--- src/rtl/cpu_ctrl_if.sv ---
// cpu_ctrl_if: signal bundle between the control sequencer (master) and the
// datapath / memory side (slave). The optional step input appears only when
// CTRL_SINGLE_STEP_EN is defined.
//
// Memory handshake: mem_req is raised by the sequencer and held steady
// until a cycle in which mem_ack is high; that cycle completes the transfer,
// and mem_ack in any cycle without mem_req is ignored.
interface cpu_ctrl_if;
  logic       start;
  logic [4:0] op;
  logic       zf;
  logic       cf;
  logic       nf;
  logic       mem_ack;
`ifdef CTRL_SINGLE_STEP_EN
  logic       step;
`endif
  logic       mem_req;
  logic       mem_we;
  logic       ir_we;
  logic       pc_we;
  logic [1:0] pc_src;
  logic       alusrc;
  logic [1:0] aluop;
  logic       flag_we;
  logic       reg_we;
  logic       mem_to_reg;
  logic       retire;
  logic       halted;
  logic       illegal;
  logic       bus_err;

  modport master (
`ifdef CTRL_SINGLE_STEP_EN
    input  step,
`endif
    input  start, op, zf, cf, nf, mem_ack,
    output mem_req, mem_we, ir_we, pc_we, pc_src, alusrc, aluop,
    output flag_we, reg_we, mem_to_reg, retire, halted, illegal, bus_err
  );

  modport slave (
`ifdef CTRL_SINGLE_STEP_EN
    output step,
`endif
    output start, op, zf, cf, nf, mem_ack,
    input  mem_req, mem_we, ir_we, pc_we, pc_src, alusrc, aluop,
    input  flag_we, reg_we, mem_to_reg, retire, halted, illegal, bus_err
  );
endinterface

--- src/rtl/cpu_ctrl_fsm.sv ---
// cpu_ctrl_fsm: multi-cycle control sequencer (fetch, decode, execute,
// memory, writeback) for the 5-bit opcode set.
// Optional macro CTRL_SINGLE_STEP_EN adds a PAUSE state entered after every
// retiring instruction and left on a step pulse.
// MEM_TIMEOUT = 0 waits forever for mem_ack; N > 0 flags bus_err and halts
// after N consecutive unacknowledged FETCH or MEM cycles.
module cpu_ctrl_fsm #(
  parameter int MEM_TIMEOUT = 0
) (
  input  logic              clk,
  input  logic              rst_n,
  cpu_ctrl_if.master        bus,
  output logic [2:0]        state_dbg
);

  typedef enum logic [2:0] {
    S_IDLE   = 3'd0,
    S_FETCH  = 3'd1,
    S_DECODE = 3'd2,
    S_EXEC   = 3'd3,
    S_MEM    = 3'd4,
    S_WB     = 3'd5,
    S_HALT   = 3'd6
`ifdef CTRL_SINGLE_STEP_EN
    , S_PAUSE = 3'd7
`endif
  } state_e;

  typedef enum logic [2:0] {
    C_ALU, C_IMM, C_MEM, C_BR, C_JMP, C_NOP, C_HLT, C_ILL
  } op_class_e;

  localparam logic [4:0] OP_ADD   = 5'b10000;
  localparam logic [4:0] OP_SUB   = 5'b00011;
  localparam logic [4:0] OP_CMP   = 5'b01001;
  localparam logic [4:0] OP_ADDI  = 5'b10011;
  localparam logic [4:0] OP_SUBI  = 5'b01110;
  localparam logic [4:0] OP_LDIH  = 5'b01111;
  localparam logic [4:0] OP_LOAD  = 5'b10001;
  localparam logic [4:0] OP_STORE = 5'b10010;
  localparam logic [4:0] OP_BZ    = 5'b10100;
  localparam logic [4:0] OP_BNZ   = 5'b10101;
  localparam logic [4:0] OP_BC    = 5'b10110;
  localparam logic [4:0] OP_BNC   = 5'b10111;
  localparam logic [4:0] OP_BN    = 5'b11000;
  localparam logic [4:0] OP_BNN   = 5'b11001;

  localparam int CW = (MEM_TIMEOUT < 2) ? 1 : $clog2(MEM_TIMEOUT);
  localparam logic [CW-1:0] LIMIT = CW'((MEM_TIMEOUT > 0) ? MEM_TIMEOUT - 1 : 0);

  state_e     state;
  state_e     state_next;
  state_e     retire_next;
  op_class_e  op_class;
  logic       taken;
  logic [1:0] aluop_sel;
  logic [CW-1:0] wait_cnt;
  logic       timeout;
  logic       set_illegal;
  logic       set_bus_err;
  logic       illegal_q;
  logic       bus_err_q;

  logic       mem_req, mem_we, ir_we, pc_we, alusrc;
  logic       flag_we, reg_we, mem_to_reg, retire, halted;
  logic [1:0] pc_src, aluop;

`ifdef CTRL_SINGLE_STEP_EN
  assign retire_next = S_PAUSE;
`else
  assign retire_next = S_FETCH;
`endif

  // Current wait cycle is the last allowed one without an acknowledge.
  assign timeout = (MEM_TIMEOUT > 0) && (wait_cnt == LIMIT);

  // Sort the opcode into the class that steers DECODE and EXEC.
  always_comb begin
    op_class = C_ILL;
    case (bus.op)
      5'b00000, 5'b00001: op_class = C_NOP;
      5'b00010, 5'b11010: op_class = C_JMP;
      5'b10000, 5'b00011, 5'b00100, 5'b00101, 5'b00110, 5'b00111,
      5'b01000, 5'b01001, 5'b01010, 5'b01011, 5'b01100, 5'b01101:
        op_class = C_ALU;
      5'b10011, 5'b01110, 5'b01111: op_class = C_IMM;
      5'b10001, 5'b10010: op_class = C_MEM;
      5'b10100, 5'b10101, 5'b10110, 5'b10111, 5'b11000, 5'b11001:
        op_class = C_BR;
      5'b11011: op_class = C_HLT;
      default: op_class = C_ILL;
    endcase
  end

  // Branch condition from the flags as they stand during EXEC.
  always_comb begin
    taken = 1'b0;
    case (bus.op)
      OP_BZ:   taken = bus.zf;
      OP_BNZ:  taken = !bus.zf;
      OP_BC:   taken = bus.cf;
      OP_BNC:  taken = !bus.cf;
      OP_BN:   taken = bus.nf;
      OP_BNN:  taken = !bus.nf;
      default: taken = 1'b0;
    endcase
  end

  // ALU operation class handed to the ALU decoder.
  always_comb begin
    aluop_sel = 2'b10;
    case (bus.op)
      OP_ADD, OP_ADDI, OP_LOAD, OP_STORE: aluop_sel = 2'b00;
      OP_SUB, OP_SUBI:                    aluop_sel = 2'b01;
      default: aluop_sel = ((op_class == C_BR) || (op_class == C_JMP)) ? 2'b11 : 2'b10;
    endcase
  end

  // Next-state and strobe decode; every output defaults low.
  always_comb begin
    state_next  = state;
    mem_req     = 1'b0;
    mem_we      = 1'b0;
    ir_we       = 1'b0;
    pc_we       = 1'b0;
    pc_src      = 2'b00;
    alusrc      = 1'b0;
    aluop       = 2'b00;
    flag_we     = 1'b0;
    reg_we      = 1'b0;
    mem_to_reg  = 1'b0;
    retire      = 1'b0;
    halted      = 1'b0;
    set_illegal = 1'b0;
    set_bus_err = 1'b0;
    case (state)
      S_IDLE: begin
        if (bus.start) state_next = S_FETCH;
      end
      S_FETCH: begin
        mem_req = 1'b1;
        if (bus.mem_ack) begin
          ir_we      = 1'b1;
          pc_we      = 1'b1;
          state_next = S_DECODE;
        end else if (timeout) begin
          set_bus_err = 1'b1;
          state_next  = S_HALT;
        end
      end
      S_DECODE: begin
        case (op_class)
          C_NOP: begin
            retire     = 1'b1;
            state_next = retire_next;
          end
          C_HLT: begin
            retire     = 1'b1;
            state_next = S_HALT;
          end
          C_ILL: begin
            set_illegal = 1'b1;
            state_next  = S_HALT;
          end
          default: state_next = S_EXEC;
        endcase
      end
      S_EXEC: begin
        aluop  = aluop_sel;
        alusrc = (op_class == C_IMM) || (op_class == C_MEM);
        case (op_class)
          C_ALU: begin
            flag_we = 1'b1;
            if (bus.op == OP_CMP) begin
              retire     = 1'b1;
              state_next = retire_next;
            end else begin
              state_next = S_WB;
            end
          end
          C_IMM: begin
            flag_we    = (bus.op != OP_LDIH);
            state_next = S_WB;
          end
          C_BR: begin
            if (taken) begin
              pc_we  = 1'b1;
              pc_src = 2'b01;
            end
            retire     = 1'b1;
            state_next = retire_next;
          end
          C_JMP: begin
            pc_we      = 1'b1;
            pc_src     = 2'b10;
            retire     = 1'b1;
            state_next = retire_next;
          end
          C_MEM:   state_next = S_MEM;
          default: state_next = S_HALT;
        endcase
      end
      S_MEM: begin
        mem_req = 1'b1;
        mem_we  = (bus.op == OP_STORE);
        if (bus.mem_ack) begin
          if (bus.op == OP_STORE) begin
            retire     = 1'b1;
            state_next = retire_next;
          end else begin
            state_next = S_WB;
          end
        end else if (timeout) begin
          set_bus_err = 1'b1;
          state_next  = S_HALT;
        end
      end
      S_WB: begin
        reg_we     = 1'b1;
        mem_to_reg = (bus.op == OP_LOAD);
        retire     = 1'b1;
        state_next = retire_next;
      end
      S_HALT: begin
        halted = 1'b1;
      end
`ifdef CTRL_SINGLE_STEP_EN
      S_PAUSE: begin
        if (bus.step) state_next = S_FETCH;
      end
`endif
      default: state_next = S_IDLE;
    endcase
  end

  // State register; reset aborts any instruction or memory request at once.
  always_ff @(posedge clk or negedge rst_n) begin
    if (!rst_n) state <= S_IDLE;
    else        state <= state_next;
  end

  // Wait counter: counts consecutive unacknowledged FETCH/MEM cycles and
  // restarts from zero on every entry into either state.
  always_ff @(posedge clk or negedge rst_n) begin
    if (!rst_n) begin
      wait_cnt <= '0;
    end else if (((state == S_FETCH) || (state == S_MEM)) && (state_next == state)) begin
      wait_cnt <= wait_cnt + CW'(1);
    end else begin
      wait_cnt <= '0;
    end
  end

  // Sticky error flags, cleared only by reset.
  always_ff @(posedge clk or negedge rst_n) begin
    if (!rst_n) begin
      illegal_q <= 1'b0;
      bus_err_q <= 1'b0;
    end else begin
      illegal_q <= illegal_q | set_illegal;
      bus_err_q <= bus_err_q | set_bus_err;
    end
  end

  assign bus.mem_req    = mem_req;
  assign bus.mem_we     = mem_we;
  assign bus.ir_we      = ir_we;
  assign bus.pc_we      = pc_we;
  assign bus.pc_src     = pc_src;
  assign bus.alusrc     = alusrc;
  assign bus.aluop      = aluop;
  assign bus.flag_we    = flag_we;
  assign bus.reg_we     = reg_we;
  assign bus.mem_to_reg = mem_to_reg;
  assign bus.retire     = retire;
  assign bus.halted     = halted;
  assign bus.illegal    = illegal_q;
  assign bus.bus_err    = bus_err_q;
  assign state_dbg      = state;

endmodule

--- src/flat_wrapper.sv ---
// flat-port wrapper written by rule: the top's interface ports become plain ports
module cpu_ctrl_fsm_flat 
#(
  parameter int MEM_TIMEOUT = 0
)
  (clk, rst_n, state_dbg, bus_start, bus_op, bus_zf, bus_cf, bus_nf, bus_mem_ack, bus_mem_req, bus_mem_we, bus_ir_we, bus_pc_we, bus_pc_src, bus_alusrc, bus_aluop, bus_flag_we, bus_reg_we, bus_mem_to_reg, bus_retire, bus_halted, bus_illegal, bus_bus_err);
  cpu_ctrl_if bus_i ();
  input  logic clk;
  input  logic rst_n;
  output logic [2:0] state_dbg;
  input wire logic [$bits(bus_i.start)-1:0] bus_start;
  input wire logic [$bits(bus_i.op)-1:0] bus_op;
  input wire logic [$bits(bus_i.zf)-1:0] bus_zf;
  input wire logic [$bits(bus_i.cf)-1:0] bus_cf;
  input wire logic [$bits(bus_i.nf)-1:0] bus_nf;
  input wire logic [$bits(bus_i.mem_ack)-1:0] bus_mem_ack;
  output wire logic [$bits(bus_i.mem_req)-1:0] bus_mem_req;
  output wire logic [$bits(bus_i.mem_we)-1:0] bus_mem_we;
  output wire logic [$bits(bus_i.ir_we)-1:0] bus_ir_we;
  output wire logic [$bits(bus_i.pc_we)-1:0] bus_pc_we;
  output wire logic [$bits(bus_i.pc_src)-1:0] bus_pc_src;
  output wire logic [$bits(bus_i.alusrc)-1:0] bus_alusrc;
  output wire logic [$bits(bus_i.aluop)-1:0] bus_aluop;
  output wire logic [$bits(bus_i.flag_we)-1:0] bus_flag_we;
  output wire logic [$bits(bus_i.reg_we)-1:0] bus_reg_we;
  output wire logic [$bits(bus_i.mem_to_reg)-1:0] bus_mem_to_reg;
  output wire logic [$bits(bus_i.retire)-1:0] bus_retire;
  output wire logic [$bits(bus_i.halted)-1:0] bus_halted;
  output wire logic [$bits(bus_i.illegal)-1:0] bus_illegal;
  output wire logic [$bits(bus_i.bus_err)-1:0] bus_bus_err;
  assign bus_i.start = bus_start;
  assign bus_i.op = bus_op;
  assign bus_i.zf = bus_zf;
  assign bus_i.cf = bus_cf;
  assign bus_i.nf = bus_nf;
  assign bus_i.mem_ack = bus_mem_ack;
  assign bus_mem_req = bus_i.mem_req;
  assign bus_mem_we = bus_i.mem_we;
  assign bus_ir_we = bus_i.ir_we;
  assign bus_pc_we = bus_i.pc_we;
  assign bus_pc_src = bus_i.pc_src;
  assign bus_alusrc = bus_i.alusrc;
  assign bus_aluop = bus_i.aluop;
  assign bus_flag_we = bus_i.flag_we;
  assign bus_reg_we = bus_i.reg_we;
  assign bus_mem_to_reg = bus_i.mem_to_reg;
  assign bus_retire = bus_i.retire;
  assign bus_halted = bus_i.halted;
  assign bus_illegal = bus_i.illegal;
  assign bus_bus_err = bus_i.bus_err;
  cpu_ctrl_fsm #(.MEM_TIMEOUT(MEM_TIMEOUT)) u_core (.clk(clk), .rst_n(rst_n), .bus(bus_i), .state_dbg(state_dbg));
endmodule
--- config.mk ---
export PLATFORM = sky130hd
export DESIGN_NAME = cpu_ctrl_fsm_flat
export DESIGN_NICKNAME = d
export VERILOG_FILES = /design/src/rtl/cpu_ctrl_if.sv /design/src/rtl/cpu_ctrl_fsm.sv /design/src/flat_wrapper.sv
export SDC_FILE = /design/constraint.sdc
export NUM_CORES = 1
export LEC_CHECK = 0
export ABC_AREA = 1
export CORE_MARGIN = 2
export CORE_UTILIZATION = 45
export CTS_CLUSTER_SIZE = 16
export DETAILED_ROUTE_END_ITERATION = 10
export GPL_ROUTABILITY_DRIVEN = 0
export PLACE_DENSITY = 0.82
export SLEW_MARGIN = 20
export SYNTH_ARGS = -nofsm -noshare
export SYNTH_HDL_FRONTEND = slang
export SYNTH_SLANG_ARGS = --single-unit
--- constraint.sdc ---
create_clock -name clk -period 2.7 [get_ports clk]
set_input_delay 0.54 -clock clk [delete_from_list [all_inputs] [get_ports clk]]
set_output_delay 0.54 -clock clk [all_outputs]
set_load 0.05 [all_outputs]
==> results list <==
- Half-perimeter wire length after placement: roughly 2300 microns
* Floorplan core area: 0.00192 sq mm
- The layout has between 100 and 150 filler cells.
- Number of antenna violations at the first check in global routing: 0
- The first global-routing pass estimated 5200 microns of wire.
* Register area: 100 sq um
- Endpoints failing hold: 0
- Top-level port count: 31
- Htree depth: 1
- Headroom to the max-slew limit came out at 66.6%.
- The flow ran to the end, but the final reports show violations.
- Critical-path maximum fanout: 5
- Setup clock skew after layout: 1.05 ps
- The largest total area in the synthesized netlist belongs to sky130_fd_sc_hd__nand2_1.
* Router iterations before antenna repair: 4
- The floorplan step defined a die boundary enclosing 0.00237 sq mm.
- The analysis attributes to cell leakage a power of slightly below 0.9 nW.
* Worst-skew pair later-pin latency: 230 ps
- Total number of clock tree sinks: 4
- Worst-case setup margin in the final layout: -37.4 ps
- Unrepaired setup endpoints after global routing: true
* Number of buffers created by CTS: 3
- Total power for the finished layout comes to 0.00118 W.
- Summed over all layers, the global routing overflow is 0.
* CTS Hold Bufs: 0
* Worst reg2reg setup slack: 1100 ps
* Leading post-synthesis cells by cell area: sky130_fd_sc_hd__nand2_1 (18%), sky130_fd_sc_hd__nand3_1 (12%), sky130_fd_sc_hd__dfrtp_1 (11%), sky130_fd_sc_hd__inv_1 (10%), sky130_fd_sc_hd__ha_1 (8.4%)
- By startpoint and endpoint, the worst setup path is classified as input port to output pin.
* Cell occurring most often along the worst timing path: sky130_fd_sc_hd__inv_1
- Timing analysis after detailed placement gives a worst setup slack of -222 ps.
- Number of distinct library cells after synthesis: 29
- Data required time at the worst endpoint: 2160 ps
* CP Capture Type: output pin
- Clock-pin slew was measured on the worst setup and hold paths at approximately 40 ps.
* Die X: about 49 microns
- STA puts the critical path data arrival time at 2200 ps.
- Once the floorplan was initialized, standard cells occupied 46.7% of the core.
* Final period demand of the worst path: about 2700 ps
* Routed wire length: 3620 microns
- Post-synthesis sequential area ratio: 11.1%
- # rows: 16
- Counting tap cells, the placed design contains a total of 226 instances.
- In the final timing run, aggregate negative setup slack is -37.4 ps.
- During placement, the flow inserted port buffers numbering 29.
- Synth Instances: between 150 and 200
* Total global routing track utilization: a little over a quarter
- Max-slew violations: 0
* Routed wire length per instance: 15.2 microns
- The min-delay analysis places its worst path in the category flop to flop.
- In the final layout, the share of cells above drive strength 1 is 37.9%.
- Post-Syn Area per Cell: 5.72 sq um
- Entering global routing, the biggest net connects 8 pins.
* Synth-to-Final Area Change: 81.9%
- In the final layout, the multi-input gates occupy 774 sq um.
- Setup violations remaining at the end of the flow were counted as 1.
* Largest stage delay, worst path: 300 ps
- The final reports fail on negative setup slack.
* Flip-flop and latch count after synthesis: 4
- The via count of the first global-routing pass was 1221.
- Crit-path cells: clkdlybuf4s15_1 -> inv_1 -> ha_1 -> inv_1 -> nand2_1 -> nand3_2 -> nand2_4 -> nand3_2 -> nand2_1 -> inv_1 -> a21oi_2 -> buf_12
- Post-route core utilization: between 80% and 90%
- Count of antenna-violating nets left after detailed routing: 0
- Non-Filler Instances: 238
- The clock passes through at most 2 buffers.
- At the pin with the least slew margin, the transition time is between 500 and 600 ps.
* TritonCTS clock tree: yes
* Post-route clock period utilization: 101%
* Power Density: 725 mW/mm^2
* Root Driver: sky130_fd_sc_hd__clkbuf_4
- Inserted Diodes: 0
* Count of vias placed by the detailed router: 1335
* Number of warning messages in the yosys log: 0
* Number of nets produced by synthesis: roughly 180
* Number of max-capacitance violations reported: 0
- In this run the vertical extent of the chip is 48.7 microns.
- After the last flow step, the layout net total stands at 231.
- In the routed design, unresolved DRC markers number 0.
* Violation count after the first detailed-route iteration: approximately 70
* Post-synthesis cell area: around 900 sq um
- In the routed layout, each cell is associated on average with a via count of 5.61.
- The worst setup path is launched from an input port.
* Cell with the largest stage delay on the worst path: sky130_fd_sc_hd__ha_1
* Maximum clock frequency: 365 MHz
- Area share of the largest cell type after synthesis: 18.0%
* Highest ir drop seen on vdd: about 0.94 mV
## cells in the final DEF (no fill, tap or decap), types with 4 or more instances in the layout
cell type | synthesis | layout
sky130_fd_sc_hd__nand2_1 | 43 | 38
sky130_fd_sc_hd__buf_4 | 2 | 25
sky130_fd_sc_hd__inv_1 | 24 | 24
sky130_fd_sc_hd__nand3_1 | 22 | 17
sky130_fd_sc_hd__clkdlybuf4s50_1 | 0 | 12
sky130_fd_sc_hd__buf_12 | 0 | 10
sky130_fd_sc_hd__nor2_1 | 12 | 9
sky130_fd_sc_hd__nand3_2 | 3 | 7
sky130_fd_sc_hd__nor2_2 | 6 | 5
sky130_fd_sc_hd__nor2_4 | 1 | 5
sky130_fd_sc_hd__nand2_2 | 3 | 5
sky130_fd_sc_hd__ha_1 | 6 | 5
sky130_fd_sc_hd__inv_2 | 5 | 4
sky130_fd_sc_hd__nand2_4 | 1 | 4
sky130_fd_sc_hd__a21oi_1 | 4 | 4
sky130_fd_sc_hd__dfrtp_1 | 4 | 4
## report_power, final
part | internal, W | leakage [nW] | switching [W] | total, W
logic | 0.000336 | 0.805 | 0.000630 | 0.000966
registers | 0.0000910 | 0.0504 | 0.0000574 | 0.000148
clock network | 0.0000495 | 0.0138 | 0.0000211 | 0.0000706
## synthesized netlist by cell type, drive strengths merged
cell type,instances
o22ai,1
buf,4
conb,1
o21ai,5
a21oi,5
nand3b,2
nand4,1
dfrtp,4
a21boi,1
nand3,25
a31oi,1
nand2,47
nor2,20
nor3,3
ha,6
o21bai,1
and3,1
inv,29
## area by class of cell
type                    count  area share [%]
clock buffers               3            1.38
inverters                  29            6.81
multi-input cells         120            47.4
flip-flops and latches      4            6.13
well taps                  27            2.07
repair buffers             55            36.2
## flip-flops by register name (all words and copies together), names as in the netlist
name and cells:
u_core.state_dbg 3, u_core.bus.illegal 1
## through the flow
stage,cell area (sq um),hold WS [ps]
after CTS,1520,481
after floorplan,922,244
after detailed placement,1430,473
after global placement,1430,476
final,1630,481
after global routing,1630,515
## critical path, delay by kind of cell
family / cells / cell delay [ps]
AOI/OAI and AO/OA: 1 / 170
adders and majority gates: 1 / 300
buffers and inverters: 5 / 580
and+or+nand+nor: 5 / 600
## kinds of logic after synthesis
group                    synth area share [%]
flip-flops                               11.1
other                                   0.417
buffers and inverters                    16.3
adder cells (fa/ha/maj)                  8.36
AO/OA/AOI/OAI                            9.47
AND/OR/NAND/NOR                          54.3
## routing by layer
| layer | vias to the layer above | track usage (%) | part of all wire (%) |
|---|---|---|---|
| met5 | - | 0 | 0 |
| met4 | 0 | 11.4 | 4.1 |
| met3 | 25 | 5.25 | 9.3 |
| met2 | 104 | 47.0 | 49 |
| met1 | 602 | 32.4 | 38 |
| li1 | 604 | - | - |
## final timing paths
path	startpoint	endpoint	cells past startpoint
max	bus_op[0]	bus_retire	12
min	u_core.bus.illegal$_DFF_PN0_	u_core.bus.illegal$_DFF_PN0_	1
max reg2reg	u_core.state_dbg[1]$_DFFE_PN0P_	u_core.state_dbg[1]$_DFFE_PN0P_	7
min reg2reg	u_core.bus.illegal$_DFF_PN0_	u_core.bus.illegal$_DFF_PN0_	1
max in group asynchronous	rst_n	u_core.state_dbg[0]$_DFFE_PN0P_	1
min in group asynchronous	rst_n	u_core.bus.illegal$_DFF_PN0_	1
## timing repair
item                       4_1_cts  5_1_grt
setup endpoints to repair        6        8
setup buffers                    7        2
pin swaps                        4       12
gates resized for setup          7       27
(Power assumes the default switching activity.)
